<file path="config.mk">
export PLATFORM = sky130hd
export DESIGN_NAME = instr_fetch_ctrl
export DESIGN_NICKNAME = d
export VERILOG_FILES = /design/src/rtl/fetch_pkg.sv /design/src/rtl/fetch_fifo.sv /design/src/rtl/instr_fetch_ctrl.sv
export SDC_FILE = /design/constraint.sdc
export NUM_CORES = 1
export LEC_CHECK = 0
export ABC_AREA = 1
export ABC_CLOCK_PERIOD_IN_PS = 1900
export CORE_MARGIN = 3
export CORE_UTILIZATION = 47
export DETAILED_ROUTE_END_ITERATION = 10
export GPL_TIMING_DRIVEN = 1
export PLACE_DENSITY = 0.76
export SLEW_MARGIN = 20
export SYNTH_ARGS = -nofsm -noshare
export SYNTH_HDL_FRONTEND = slang
export SYNTH_SLANG_ARGS = --single-unit
</file>
<file path="constraint.sdc">
create_clock -name clk -period 1.9 [get_ports clk]
set_clock_uncertainty 0.2 [all_clocks]
set_input_delay 0.285 -clock clk [delete_from_list [all_inputs] [get_ports clk]]
set_output_delay 0.285 -clock clk [all_outputs]
set_load 0.01 [all_outputs]
</file>
<file path="src/rtl/fetch_pkg.sv">
// Shared types for the instruction fetch slice.
// Holds the address/instruction types, fetch FSM state encoding, and the buffer entry layout.
// No logic, so no latency or backpressure behaviour.
package fetch_pkg;

   typedef logic [7:0]  addr_t;
   typedef logic [31:0] instr_t;

   typedef enum logic [1:0] {
      BOOT = 2'd0,
      RUN  = 2'd1,
      HALT = 2'd2
   } fetch_state_t;

   typedef struct packed {
      addr_t  pc;
      instr_t instr;
   } entry_t;

   localparam int ENTRY_W = $bits(entry_t);

   // Sequential fetch address; 8-bit arithmetic wraps FF -> 00 by construction.
   function automatic addr_t pc_next(input addr_t pc);
      return pc + 8'd1;
   endfunction

endpackage

</file>
<file path="src/rtl/fetch_fifo.sv">
// Small fetch buffer: DEPTH entries of {pc, instr}, head exposed combinationally.
// Latency: a push is visible at the head one cycle later; pop frees the head at the clock edge.
// Backpressure: push is ignored when full unless a pop happens in the same cycle; flush wins over both.
// Ports: clk, reset_n, push/pop/flush controls, wr_data in, rd_data (head) out, full/empty status.
module fetch_fifo
   import fetch_pkg::*;
#(
   parameter int DEPTH = 2
) (
   input  logic               clk,
   input  logic               reset_n,
   input  logic               push,
   input  logic               pop,
   input  logic               flush,
   input  logic [ENTRY_W-1:0] wr_data,
   output logic [ENTRY_W-1:0] rd_data,
   output logic               full,
   output logic               empty
);

   // Depth is limited to 2..4, so 2 pointer bits and 3 count bits always suffice.
   localparam int PTR_W = (DEPTH > 2) ? 2 : 1;
   localparam int CNT_W = 3;
   localparam logic [PTR_W-1:0] LAST  = PTR_W'(DEPTH - 1);
   localparam logic [CNT_W-1:0] FULLV = CNT_W'(DEPTH);

   logic [ENTRY_W-1:0] mem [DEPTH];
   logic [PTR_W-1:0]   wr_ptr;
   logic [PTR_W-1:0]   rd_ptr;
   logic [CNT_W-1:0]   count;
   logic               do_push;
   logic               do_pop;

   assign full    = (count == FULLV);
   assign empty   = (count == '0);
   assign do_pop  = pop & ~empty & ~flush;
   // When full, the slot being written is the one being popped this cycle.
   assign do_push = push & ~flush & (~full | do_pop);
   assign rd_data = mem[rd_ptr];

   always_ff @(posedge clk or negedge reset_n) begin
      if (!reset_n) begin
         wr_ptr <= '0;
         rd_ptr <= '0;
         count  <= '0;
      end else if (flush) begin
         wr_ptr <= '0;
         rd_ptr <= '0;
         count  <= '0;
      end else begin
         if (do_push) wr_ptr <= (wr_ptr == LAST) ? '0 : wr_ptr + 1'b1;
         if (do_pop)  rd_ptr <= (rd_ptr == LAST) ? '0 : rd_ptr + 1'b1;
         case ({do_push, do_pop})
            2'b10:   count <= count + 1'b1;
            2'b01:   count <= count - 1'b1;
            default: count <= count;
         endcase
      end
   end

   always_ff @(posedge clk or negedge reset_n) begin
      if (!reset_n) begin
         for (int i = 0; i < DEPTH; i++) mem[i] <= '0;
      end else if (do_push) begin
         mem[wr_ptr] <= wr_data;
      end
   end

endmodule

</file>
<file path="src/rtl/instr_fetch_ctrl.sv">
// Instruction fetch controller: PC + BOOT/RUN/HALT FSM feeding a small fetch buffer.
// Latency: instruction read at imem_addr in cycle N reaches the buffer head in cycle N+1.
// Backpressure: fetch stalls while the buffer is full and the head is not consumed; HALT drains only.
// Ports: clk, reset_n; imem_addr/imem_rdata memory side; instr_out/instr_pc/instr_valid/instr_ready
// consumer side; redirect/redirect_pc flush+refetch; halt_req stop fetching.
// Optional macro FETCH_PERF_EN adds fetch_count and stall_count (saturating) outputs.
module instr_fetch_ctrl
   import fetch_pkg::*;
#(
   parameter int         BUF_DEPTH = 2,
   parameter logic [7:0] RESET_PC  = 8'h00
) (
   input  logic        clk,
   input  logic        reset_n,
   output logic [7:0]  imem_addr,
   input  logic [31:0] imem_rdata,
   output logic [31:0] instr_out,
   output logic [7:0]  instr_pc,
   output logic        instr_valid,
   input  logic        instr_ready,
   input  logic        redirect,
   input  logic [7:0]  redirect_pc,
   input  logic        halt_req
`ifdef FETCH_PERF_EN
   ,
   output logic [15:0] fetch_count,
   output logic [15:0] stall_count
`endif
);

   fetch_state_t       state;
   fetch_state_t       state_nxt;
   addr_t              pc;
   logic               push;
   logic               pop;
   logic               fifo_full;
   logic               fifo_empty;
   logic [ENTRY_W-1:0] head_raw;
   entry_t             head;
   entry_t             push_entry;

   // ---------------- FSM state register ----------------
   always_ff @(posedge clk or negedge reset_n) begin
      if (!reset_n) state <= BOOT;
      else          state <= state_nxt;
   end

   // ---------------- FSM next state ----------------
   always_comb begin
      state_nxt = state;
      case (state)
         BOOT:    state_nxt = RUN;
         RUN:     if (!redirect && halt_req) state_nxt = HALT;
         HALT:    if (redirect) state_nxt = RUN;
         default: state_nxt = BOOT;
      endcase
   end

   // ---------------- FSM outputs ----------------
   // Redirect freezes the buffer for its cycle: the flush discards everything anyway.
   always_comb begin
      pop  = 1'b0;
      push = 1'b0;
      if (!redirect) begin
         pop  = ~fifo_empty & instr_ready;
         push = (state == RUN) & ~halt_req & (~fifo_full | pop);
      end
   end

   // ---------------- PC ----------------
   always_ff @(posedge clk or negedge reset_n) begin
      if (!reset_n)      pc <= RESET_PC;
      else if (redirect) pc <= redirect_pc;
      else if (push)     pc <= pc_next(pc);
   end

   assign imem_addr = pc;

   // ---------------- Fetch buffer ----------------
   assign push_entry = '{pc: pc, instr: imem_rdata};

   fetch_fifo #(
      .DEPTH (BUF_DEPTH)
   ) u_fifo (
      .clk     (clk),
      .reset_n (reset_n),
      .push    (push),
      .pop     (pop),
      .flush   (redirect),
      .wr_data (push_entry),
      .rd_data (head_raw),
      .full    (fifo_full),
      .empty   (fifo_empty)
   );

   assign head        = head_raw;
   assign instr_valid = ~fifo_empty;
   // Stale storage must not leak to the consumer when nothing is buffered.
   assign instr_out   = fifo_empty ? '0 : head.instr;
   assign instr_pc    = fifo_empty ? '0 : head.pc;

`ifdef FETCH_PERF_EN
   // ---------------- Performance counters ----------------
   logic stall;
   assign stall = (state == RUN) & fifo_full & ~pop;

   always_ff @(posedge clk or negedge reset_n) begin
      if (!reset_n) begin
         fetch_count <= '0;
         stall_count <= '0;
      end else begin
         if (push  && fetch_count != 16'hFFFF) fetch_count <= fetch_count + 16'd1;
         if (stall && stall_count != 16'hFFFF) stall_count <= stall_count + 16'd1;
      end
   end
`endif

endmodule

</file>
# Word-level counts from Yosys, hierarchy flattened
# Cells that the tools add are included.
dict set report classes {
  muxes 23
  addsub 5
  n_reduce_logical 10
  n_lt_le_gt_ge 3
  bitwise 15
  n_eq_ne 7
}
# op n
set ops {}
lappend ops {{40-bit two-way mux} 4}
lappend ops {{80-bit bitwise mux} 1}
lappend ops {{40-bit demux with 1-bit select} 1}
lappend ops {{32-bit two-way mux} 1}
lappend ops {{8-bit two-way mux} 3}
lappend ops {{8-bit by 1-bit adder with 8-bit output (second input constant)} 1}
lappend ops {{1-bit two-way mux} 8}
lappend ops {{1-bit AND} 7}
lappend ops {{2-bit case mux with 3 select lines} 1}
lappend ops {{3-bit case mux with 2 select lines} 1}
lappend ops {{2-bit nonzero test} 3}
lappend ops {{2-bit by 1-bit equality test with 1-bit output (second input constant)} 2}
lappend ops {{2-bit equality test (second input constant)} 2}
lappend ops {{2-bit greater-or-equal comparator (second input constant)} 2}
lappend ops {{2-bit two-way mux} 2}
lappend ops {{2-bit != test (second input constant)} 2}
lappend ops {{1-bit inverter} 4}
lappend ops {{1-bit inverter with 2-bit output} 2}
lappend ops {{3-bit by 1-bit adder with 3-bit output (second input constant)} 1}
lappend ops {{3-bit by 2-bit equality test with 1-bit output (second input constant)} 1}
lappend ops {{3-bit zero test} 1}
lappend ops {{3-bit two-way mux} 1}
lappend ops {{3-bit nonzero test} 1}
lappend ops {{3-bit by 1-bit subtractor with 3-bit output (second input constant)} 1}
lappend ops {{other kinds (7)} 10}
dict set report totals {
  output_inout_bits 49
  regBits 95
}

# Logic depth before layout (Yosys ltp)
dict set report logic_depth {
  depth_word 11
  mapped_depth 13
}

# Hierarchy
# From an unflattened synthesis, not the netlist that was laid out.
dict set report unflattened {
  cells_unflattened 650
  area_unflattened_um2 5216.3
}
# mod area_per_inst_um2 n_inst seq_area_each_um2 cells_each
set modules_own_cells {}
lappend modules_own_cells {fetch_fifo 4167.7 1 2127.0 471}
lappend modules_own_cells {instr_fetch_ctrl 1048.5 1 250.2 179}

# Worst setup path after synthesis
# OpenSTA, ideal clock, no wires.
dict set report synth_timing {
  path_kind {register to register}
  startpoint {reg u_fifo.count[0]}
  endpoint {reg u_fifo.count[2]}
  period_less_slack_ns 2.027
  t_required_ns 1.584
  setup_slack_ns -0.127
  path_stages_with_launch 14
  path_buffers 0
  arrival_ns 1.711
  setup_time_ns 0.116
  cell_sequence {dfrtp_1 nor2_4 nand2_2 nand2_1 nor2_1 nand2_1 inv_1 fa_1 xnor2_1 inv_1 nand2_1 nand2_1 nand2_1 nand2_1}
}
dict set report synth_between {
  elab_chain_len 11
}
# element line
set synth_lines {}
lappend synth_lines {{start: declaration} fetch_fifo.sv:30} ;# logic [CNT_W-1:0] count;
lappend synth_lines {{start signal: assignment} fetch_fifo.sv:54} ;# 2'b10: count <= count + 1'b1;
lappend synth_lines {{start signal: assignment} fetch_fifo.sv:55} ;# 2'b01: count <= count - 1'b1;
lappend synth_lines {{start signal: assignment} fetch_fifo.sv:56} ;# default: count <= count;
lappend synth_lines {{3-bit zero test} fetch_fifo.sv:35} ;# assign empty = (count == '0);
lappend synth_lines {{1-bit inverter} {fetch_fifo.sv:36, instr_fetch_ctrl.sv:65}}
lappend synth_lines {{1-bit AND} instr_fetch_ctrl.sv:65} ;# pop = ~fifo_empty & instr_ready;
lappend synth_lines {{1-bit bitwise OR or 1-bit two-way mux (tied branches)} {instr_fetch_ctrl.sv:66, instr_fetch_ctrl.sv:64}}
lappend synth_lines {{1-bit AND, on equally long branches} {instr_fetch_ctrl.sv:66, fetch_fifo.sv:36}}
lappend synth_lines {{1-bit two-way mux or 1-bit AND (tied branches)} {instr_fetch_ctrl.sv:64, fetch_fifo.sv:36}}
lappend synth_lines {{1-bit AND or 1-bit bitwise OR (tied branches)} fetch_fifo.sv:38} ;# assign do_push = push & ~flush & (~full | do_pop);
lappend synth_lines {{1-bit AND} fetch_fifo.sv:38}
lappend synth_lines {{2-bit by 1-bit equality test with 1-bit output or 2-bit equality test (tied branches)} fetch_fifo.sv:53} ;# case ({do_push, do_pop})
lappend synth_lines {{3-bit case mux with 2 select lines} fetch_fifo.sv:53}
lappend synth_lines {{3-bit two-way mux} fetch_fifo.sv:46} ;# end else if (flush) begin
# Several ways; a longest one is shown, not always the timed one.
# A chain may end at the register's enable or synchronous reset.

# Final worst setup path
dict set report layout_timing {
  startpoint {reg u_fifo.count[2]}
  endpoint {out instr_out[25]}
}
dict set report layout_between {
  elab_chain_len 2
}
# element line
set layout_lines {}
lappend layout_lines {{3-bit zero test} fetch_fifo.sv:35}
lappend layout_lines {{32-bit two-way mux} instr_fetch_ctrl.sv:99} ;# assign instr_out = fifo_empty ? '0 : head.instr;
lappend layout_lines {{end: declaration} instr_fetch_ctrl.sv:17} ;# output logic [31:0] instr_out,
# No other way between the ends.

==> results.py <==
metrics = {
    "floorplan": {
        "die_x_um": 108,
        "fp-row-count": 36,
        "io_pins": 94,
        "die_h_um": 108,
        "initial_core_util": 0.493,
        "core_um2": 10000,
        "die-area_um2": 11800,
    },
    "worst_setup_path": {
        "required_ns": 1.41,
        "arrival_ns": 1.67,
        "criticalPathCategory": "reg -> out",
        "critPathMaxStageDelay_ns": 0.44,
        "reg2reg_slack_ns": -0.23,
        "crit_path_end_kind": "output port",
        "cp_slowest_cell": "dfrtp_2",
        "start_kind": "flip-flop",
        "path_cells": "nor2_4 -> nand2_4 -> buf_4 -> nand2_2 -> inv_1 -> dlygate4sd2_1",
        "cp_num_buf_inv": 3,
        "cp_max_fo": 21,
        "crit_family": "buffers and inverters",
    },
    "synthesis": {
        "yosys-top-cells-count": "nand2_1, dfrtp_1, inv_1",
        "yosysSeqAreaShare": 0.482,
        "syn-instance-count": 624,
        "synth_cell_types": 27,
        "yosysTopAreaCellShare": 0.482,
        "synth-edff-count": 0,
        "synth_fp_nets": 671,
        "yosysMostFrequentCell": "nand2_1",
        "ys_dominant_reg_cell": "dfrtp_1",
        "async_flop_share": 1.00,
        "yosys_warnings": 0,
        "synthTopCellsByArea": "dfrtp_1, nand2_1, o21ai_2",
        "yosysTopAreaCell": "dfrtp_1",
        "syn_area_um2": 4930,
        "syn_area_per_cell_um2": 7.91,
        "synth_seq_cells": 95,
    },
    "timing": {
        "hold_viol_final": 0,
        "maxSlewHeadroom": 0.793,
        "worst_pin_slew_ns": 0.310,
        "fmax_mhz": 463,
        "setup_viol": 88,
        "timing.hold.ws_ns": 0.0988,
        "final_max_slew_viol_count": 0,
        "setup_ws_ns": -0.258,
        "fin_crit_ns": 2.16,
        "period_share": 1.14,
        "rsz0062_at_grt": "yes",
    },
    "clock_network": {
        "clk_path_buf_depth": 2,
        "cts_root_buf": "clkbuf_8",
        "clkSlewWorstSetupHoldPaths_ns": 0.10,
        "clock_sinks": 95,
        "htreeDepth": 3,
        "cts_tree": "yes",
        "cts-buffers-inserted": 9,
        "clk_latency_ns": 0.37,
    },
    "power": {
        "power_density_nw_per_um2": 1450,
        "power.total_mw": 10.6,
        "leakage_nw": 3.91,
        "ir_worst_vdd_mv": 0.703,
    },
    "final_layout": {
        "diodes": 0,
        "final_util": 0.728,
        "drive_gt1_frac": 0.418,
        "finalInstanceArea_um2": 7280,
        "syn_to_final_growth_pct": 47.6,
        "nets": 813,
    },
    "route": {
        "drt_first_pass_iters": 5,
        "post-route-drc-count": 0,
        "vias_per_cell": 5.08,
        "ant_nets": 0,
        "routedWlPerCell_um": 15.8,
        "drt_iter0_drc": 229,
        "drt_wl_total_um": 14300,
        "vias": 4596,
    },
    "grt": {
        "grt-ovfl-total": 0,
        "grt_first_pass_wirelength_um": 20100,
        "antenna_found_initial": 0,
        "grt_pass1_vias": 4227,
        "grt_max_degree": 56,
        "grt_usage": 0.217,
    },
    "placement": {
        "dpl_cell_area_um2": 6190,
        "io_buffers": 93,
        "post-place-ws_ns": -0.292,
        "hpwl_um": 7830,
        "finalWeightedCongestion": 0.804,
    },
    "hold_path": {
        "hp-class": "in -> async",
    },
    "status": {
        "status": "finished with violations",
        "violations": "negative setup slack",
    },
    "flow_run": {
        "max_cap_viol_count": 0,
    },
}
[state kept, by name (all words and copies together) (netlist names)]
name,cells
imem_addr,8
state,2
u_fifo.count,3
u_fifo.mem,80
u_fifo.rd_ptr,1
u_fifo.wr_ptr,1
[cell type report]
class | count | area (µm²)
inverter | 92 | 348
sequential | 95 | 2380
clock buffer | 12 | 155
fill | 739 | 2720
clock inverter | 4 | 31.3
multi-input combinational | 407 | 2460
timing repair buffer | 161 | 1740
tap | 133 | 166
[logic make-up (layout without fill, tap and decap cells)]
logic type,Yosys count,after routing,synth area share
XOR/XNOR,5,5,0.00888
adder cells (fa/ha/maj),2,2,0.00659
flip-flops,95,95,0.482
AND/OR/NAND/NOR,304,304,0.248
AO/OA/AOI/OAI,96,96,0.137
buffers and inverters,122,269,0.117
[final timing paths]
check                                            start                           to  cells after the start
max                        u_fifo.count[2]$_DFFE_PN0P_                instr_out[25]                      6
min                                            reset_n   u_fifo.mem[27]$_DFFE_PN0P_                      2
max reg2reg                u_fifo.count[2]$_DFFE_PN0P_  u_fifo.count[2]$_DFFE_PN0P_                     14
min reg2reg                 u_fifo.mem[24]$_DFFE_PN0P_   u_fifo.mem[24]$_DFFE_PN0P_                      2
max in group asynchronous                      reset_n    u_fifo.mem[0]$_DFFE_PN0P_                      3
min in group clk                         imem_rdata[3]   u_fifo.mem[43]$_DFFE_PN0P_                      3
[cell usage in the layout (no fill, tap or decap), drive strengths merged, types with 2 or more instances in the layout]
cell           synthesis  final
a21oi                  4      4
buf                   17    100
clkbuf                13     18
clkdlybuf4s15          0      2
clkdlybuf4s50          0     51
clkinvlp               0      3
dfrtp                 95     95
inv                   92     92
nand2                282    282
nand3                  9      9
nor2                  10     10
o211ai                 6      6
o21ai                 85     85
xnor2                  2      2
xor2                   3      3
[metal layers]
metal	vias to the layer above	GRT usage	share of wire	wire length [µm]
li1	2186	-	-	-
met5	-	0	0	0
met3	37	0.0287	0.064	907
met2	167	0.360	0.50	7190
met4	0	0.0766	0.031	440
met1	2206	0.293	0.40	5720
[what timing repair did]
action                                 in CTS  in global routing
gates resized for setup                   179                183
hold buffers                                1                  0
setup buffers                               8                 17
cloned                                      5                  9
endpoints found under the hold margin      95                  0
pin swaps                                   2                 34
setup endpoints to repair                  44                 50
[power breakdown]
group          total [mW]  switching (mW)  internal, mW
clock network        1.28           0.727         0.551
logic                5.57            2.88          2.69
registers            3.71           0.793          2.91
total                10.6            4.40          6.15
[per-stage QoR]
stage	cells	setup TNS [ns]
after floorplan	624	-0.0377
after global placement	853	-5.84
after detailed placement	853	-11.05
after CTS	883	-3.21
after global routing	904	-12.75
final	904	-5.47
(Power assumes the default switching activity.)
